$ cat config.mk
export PLATFORM = sky130hd
export DESIGN_NAME = calc_result_encoder
export DESIGN_NICKNAME = d
export VERILOG_FILES = /design/src/rtl/calc_result_encoder.sv
export SDC_FILE = /design/constraint.sdc
export NUM_CORES = 1
export LEC_CHECK = 0
export BUFFER_PORTS_ARGS = -buffer_cell sky130_fd_sc_hd__buf_2
export CELL_PAD_IN_SITES_DETAIL_PLACEMENT = 1
export CELL_PAD_IN_SITES_GLOBAL_PLACEMENT = 2
export CORE_MARGIN = 2
export CORE_UTILIZATION = 30
export DETAILED_ROUTE_END_ITERATION = 8
export PLACE_DENSITY = 0.73
export SYNTH_ARGS = -nofsm -noshare
export SYNTH_HDL_FRONTEND = slang
export SYNTH_SLANG_ARGS = --single-unit
$ cat constraint.sdc
create_clock -name clk -period 3.5 [get_ports clk]
set_input_delay 0.525 -clock clk [delete_from_list [all_inputs] [get_ports clk]]
set_output_delay 0.525 -clock clk [all_outputs]
set_load 0.1 [all_outputs]
$ cat src/rtl/calc_result_encoder.sv
// Converts a 32-bit ALU result to ASCII decimal (optional '-', CR LF) and streams
// it byte by byte over a valid/ready handshake to the UART transmitter.
module calc_result_encoder #(
    parameter bit EOL_EN = 1'b1
) (
    input  logic        clk,
    input  logic        rst,
    input  logic        alu_done,
    input  logic [31:0] calc_res,
    input  logic        res_signed,
    input  logic        tx_ready,
    output logic [7:0]  tx_data,
    output logic        uout_valid,
    output logic        busy,
    output logic        overrun
);

    typedef enum logic [2:0] {IDLE, CONV, SIGN, DIGIT, CR, LF} state_t;

    state_t      state;
    logic [31:0] bin;
    logic [39:0] bcd;
    logic [4:0]  cnt;
    logic [3:0]  ptr;
    logic        neg;

    logic [31:0] mag;
    logic [39:0] bcd_adj;
    logic [39:0] bcd_step;
    logic [3:0]  top_ptr;
    logic        accept;

    function automatic logic [7:0] digit_char(input logic [39:0] b, input logic [3:0] p);
        return 8'h30 + {4'h0, b[{p, 2'b00} +: 4]};
    endfunction

    assign mag    = (res_signed && calc_res[31]) ? (~calc_res + 32'd1) : calc_res;
    assign accept = uout_valid & tx_ready;

    // One double-dabble step, plus the most significant nonzero digit of its result.
    always_comb begin
        bcd_adj = bcd;
        for (int i = 0; i < 10; i++) begin
            if (bcd[4*i +: 4] >= 4'd5) begin
                bcd_adj[4*i +: 4] = bcd[4*i +: 4] + 4'd3;
            end
        end
        bcd_step = {bcd_adj[38:0], bin[31]};
        top_ptr  = 4'd0;
        for (int i = 0; i < 10; i++) begin
            if (bcd_step[4*i +: 4] != 4'd0) begin
                top_ptr = 4'(i);
            end
        end
    end

    always_ff @(posedge clk) begin
        if (rst) begin
            state      <= IDLE;
            bin        <= '0;
            bcd        <= '0;
            cnt        <= '0;
            ptr        <= '0;
            neg        <= 1'b0;
            tx_data    <= 8'h00;
            uout_valid <= 1'b0;
            busy       <= 1'b0;
            overrun    <= 1'b0;
        end else begin
            overrun <= alu_done && (state != IDLE);
            case (state)
                IDLE: begin
                    if (alu_done) begin
                        bin   <= mag;
                        neg   <= res_signed & calc_res[31];
                        bcd   <= '0;
                        cnt   <= '0;
                        busy  <= 1'b1;
                        state <= CONV;
                    end
                end
                CONV: begin
                    bcd <= bcd_step;
                    bin <= {bin[30:0], 1'b0};
                    cnt <= cnt + 5'd1;
                    if (cnt == 5'd31) begin
                        ptr        <= top_ptr;
                        uout_valid <= 1'b1;
                        if (neg) begin
                            state   <= SIGN;
                            tx_data <= 8'h2D;
                        end else begin
                            state   <= DIGIT;
                            tx_data <= digit_char(bcd_step, top_ptr);
                        end
                    end
                end
                SIGN: begin
                    if (accept) begin
                        state   <= DIGIT;
                        tx_data <= digit_char(bcd, ptr);
                    end
                end
                DIGIT: begin
                    if (accept) begin
                        if (ptr == 4'd0) begin
                            if (EOL_EN) begin
                                state   <= CR;
                                tx_data <= 8'h0D;
                            end else begin
                                state      <= IDLE;
                                tx_data    <= 8'h00;
                                uout_valid <= 1'b0;
                                busy       <= 1'b0;
                            end
                        end else begin
                            ptr     <= ptr - 4'd1;
                            tx_data <= digit_char(bcd, ptr - 4'd1);
                        end
                    end
                end
                CR: begin
                    if (accept) begin
                        state   <= LF;
                        tx_data <= 8'h0A;
                    end
                end
                LF: begin
                    if (accept) begin
                        state      <= IDLE;
                        tx_data    <= 8'h00;
                        uout_valid <= 1'b0;
                        busy       <= 1'b0;
                    end
                end
                default: begin
                    state      <= IDLE;
                    uout_valid <= 1'b0;
                    busy       <= 1'b0;
                end
            endcase
        end
    end

endmodule

==> out/qor.txt <==
Total CTS buffers: 9
Wirelength per Cell: 18.1 um
Floorplan row count: 54
Die Y: 154 um
Via count of the first global-routing pass: 6,416
Post-synth EDFFs: 0
Power Density: 366 mW/mm^2
Final setup violating endpoints: 0
Vias: 6,520
CP Max Fanout: 12
Skew final: 8.47 ps
Mapped Area: 0.00676 mm^2
First-pass GRT wire length: 35,200 um
Max stage delay on crit path: 480 ps
CTS tree: done
Commonest non-fill, non-tap cell in the layout: a21oi_1
GP Congestion: 0.856
Hold Startpoint: calc_res[0]
Fillers: 2,691
Largest net degree at the start of global routing: 57
Type of the worst setup path: reg -> reg
Die ar.: 0.0238 mm^2
DP Cell Count: 1,179
CP startpoint: bcd[25]
Max-slew headroom: 27.8%
Critical Path AT: 3460 ps
Global Route met2 Usage: 30.5%
DRC violations left: 0
Endpoints failing hold: 0
Met1 Use GR: 25.0%
Crit-path cells: inv_1 > ha_1 > nand2b_1 > nor3b_1 > a21oi_1 > nor4bb_1 > nand2_1 > o21a_2 > nand2_1 > nand2_1 > a221o_1 > o32ai_1
Most frequent CP cell: nand2_1
Tightest Hold Check Type: in -> reg
Synthesized area per cell: 7.67 um^2
Final Slew Violations: 0
H-Tree Depth: 3
Pleak: 2.80 nW
Initial core utilization: 30.8%
RR Startpoint: bcd[25]
GRT Overall Usage: 18.5%
Synth Register Bits: 94
Startpoint Class: flop
Most Crowded Layer GR: met2
Synth Warn #: 0
Initial antenna violation count: 0
Dpl hpwl: 15,800 um
Clock Latency Late Sink: 360 ps
Gate Count Post-Synth: 882
Nets: 972
Register area share after synthesis: 27.8%
Max Fclk: 313 MHz
RSZ-0062 raised after global routing: no
Final Core Density: 35.1%
CP Capture Type: flop
Root Buffer Master: clkbuf_16
Ratio of final minimum period to clock period: 91.3%
Most frequent cells in the layout: 107 x a21oi_1, 95 x nor2_1, 94 x nand2_1, 94 x dfxtp_1, 44 x buf_2
Setup TNS: 0 ps
Post-CTS setup buffers: 0
Async set-reset flop share out of synthesis: 0%
Diodes inserted: 0
Vias per cell: 5.46
CP max stage cell: dfxtp_1
First-pass DRT Iterations: 4
Worst vdd ir: 0.199 mV
Clock Sinks: 94
Gr ovfl total: 0
Run status: completed
P&R area growth vs syn: 13.8%
Core area: 0.0220 mm^2
Final cell count without fillers: 1,195
Slew of the pin with the lowest slew margin: 1080 ps
Netlist cell types: 69
Share of cells above drive strength 1: 15.6%
Die W: 154 um
Number of max-cap violations: 0
Clock Tree Buf Depth: 2
Final wirelength: 21,600 um
Remaining antenna violation count: 0
Post-synth top flop: dfxtp_1
Starting DRT DRC Count: 315
# port buffers: 45
GR Layer Usage met3: 2.59%
CP required: 3770 ps
Clock transition at path regs: 70 ps
Final worst path period need: 3200 ps
Num ports: 48
-- Yosys cell counts, types with 4 or more instances --
| master | instances | area share, % |
|---|---|---|
| buf_2 | 7 | 0.52 |
| a22oi_1 | 24 | 2.7 |
| clkbuf_1 | 36 | 2.0 |
| a211oi_1 | 5 | 0.55 |
| mux2_2 | 10 | 1.7 |
| buf_4 | 4 | 0.44 |
| nand3b_1 | 6 | 0.67 |
| and2_1 | 6 | 0.55 |
| ha_1 | 25 | 4.6 |
| o211ai_1 | 4 | 0.44 |
| nor3b_1 | 19 | 2.1 |
| mux4_2 | 16 | 5.3 |
| mux2i_1 | 13 | 1.9 |
| o21ai_0 | 37 | 2.7 |
| a311oi_1 | 5 | 0.65 |
| and3_1 | 4 | 0.37 |
| nand3_1 | 43 | 3.2 |
| a31oi_1 | 25 | 2.3 |
| xnor2_1 | 27 | 3.5 |
| a221oi_1 | 11 | 1.4 |
| nor2_1 | 97 | 5.4 |
| nor3_1 | 19 | 1.4 |
| o21ai_1 | 8 | 0.59 |
| nand2b_1 | 15 | 1.4 |
| nor4_1 | 4 | 0.37 |
| inv_1 | 32 | 1.8 |
| xor2_1 | 11 | 1.4 |
| buf_1 | 12 | 0.67 |
| dfxtp_1 | 94 | 28 |
| a21o_1 | 6 | 0.67 |
| nand2_1 | 95 | 5.3 |
| a21oi_1 | 107 | 7.9 |
-- stage by stage --
step	total power [mW]	setup WS (ps)	cell area [um^2]	hold WS (ps)
after global placement	1.70	324	7360	447
after floorplan	1.53	342	6770	432
after global routing	2.96	42.4	7700	438
final	2.82	304	7700	440
after CTS	2.86	246	7690	431
after detailed placement	1.70	278	7360	459
-- power breakdown --
group | switching (mW) | internal, mW | total (mW)
clock | 0.486 | 0.661 | 1.15
sequential | 0.0358 | 1.12 | 1.16
combinational | 0.366 | 0.148 | 0.514
-- critical path: cells and delay by family (launching register included) --
family / cells / cell delay [ps]
compound gates: 4 / 1260
simple gates: 6 / 1070
flops: 1 / 480
fa+ha+maj: 1 / 190
buf+inv: 1 / 110
-- final timing paths --
kind / endpoint / slack [ps] / cells past startpoint
max: tx_data[3] / 300 / 12
min: bin[0] / 440 / 3
max reg2reg: tx_data[3] / 300 / 12
min reg2reg: bin[1] / 470 / 2
-- metal layers --
metal	up-vias	part of all wire [%]
li1	3238	-
met1	3151	48
met2	105	47
met3	26	3.2
met4	0	2.0
met5	-	0
-- layout make-up --
cell class | instances | area (um^2) | area share, %
Sequential cell | 94 | 1880 | 24.4
Clock inverter | 6 | 100 | 1.30
Tap cell | 280 | 350 | 4.55
Inverter | 33 | 124 | 1.61
Multi-Input combinational cell | 697 | 4540 | 59.0
Clock buffer | 10 | 239 | 3.10
Timing Repair Buffer | 75 | 465 | 6.04
-- registers in the layout, summed over array words and instances (netlist names) --
register / cells
bin: 32
tx_data: 6
ptr: 4
bcd: 40
uout_valid: 1
overrun: 1
cnt: 5
neg: 1
busy: 1
state: 3
-- cells by family (layout without fill, tap and decap cells) --
family,Yosys count,count (layout),share of synthesized area (%)
AND/OR/NAND/NOR,329,329,23.5
AO/OA/AOI/OAI,264,264,24.8
flip-flops,94,94,27.8
buffers and inverters,92,124,5.46
multiplexers,39,39,8.92
XOR/XNOR,38,38,4.92
adder cells (fa/ha/maj),25,25,4.62
other,1,2,0.0554
-- repair_timing --
action,CTS,global route
hold buffers,0,0
endpoints found under the setup margin,0,1
gates resized for setup,0,2
Power figures use the tool's default switching activity.
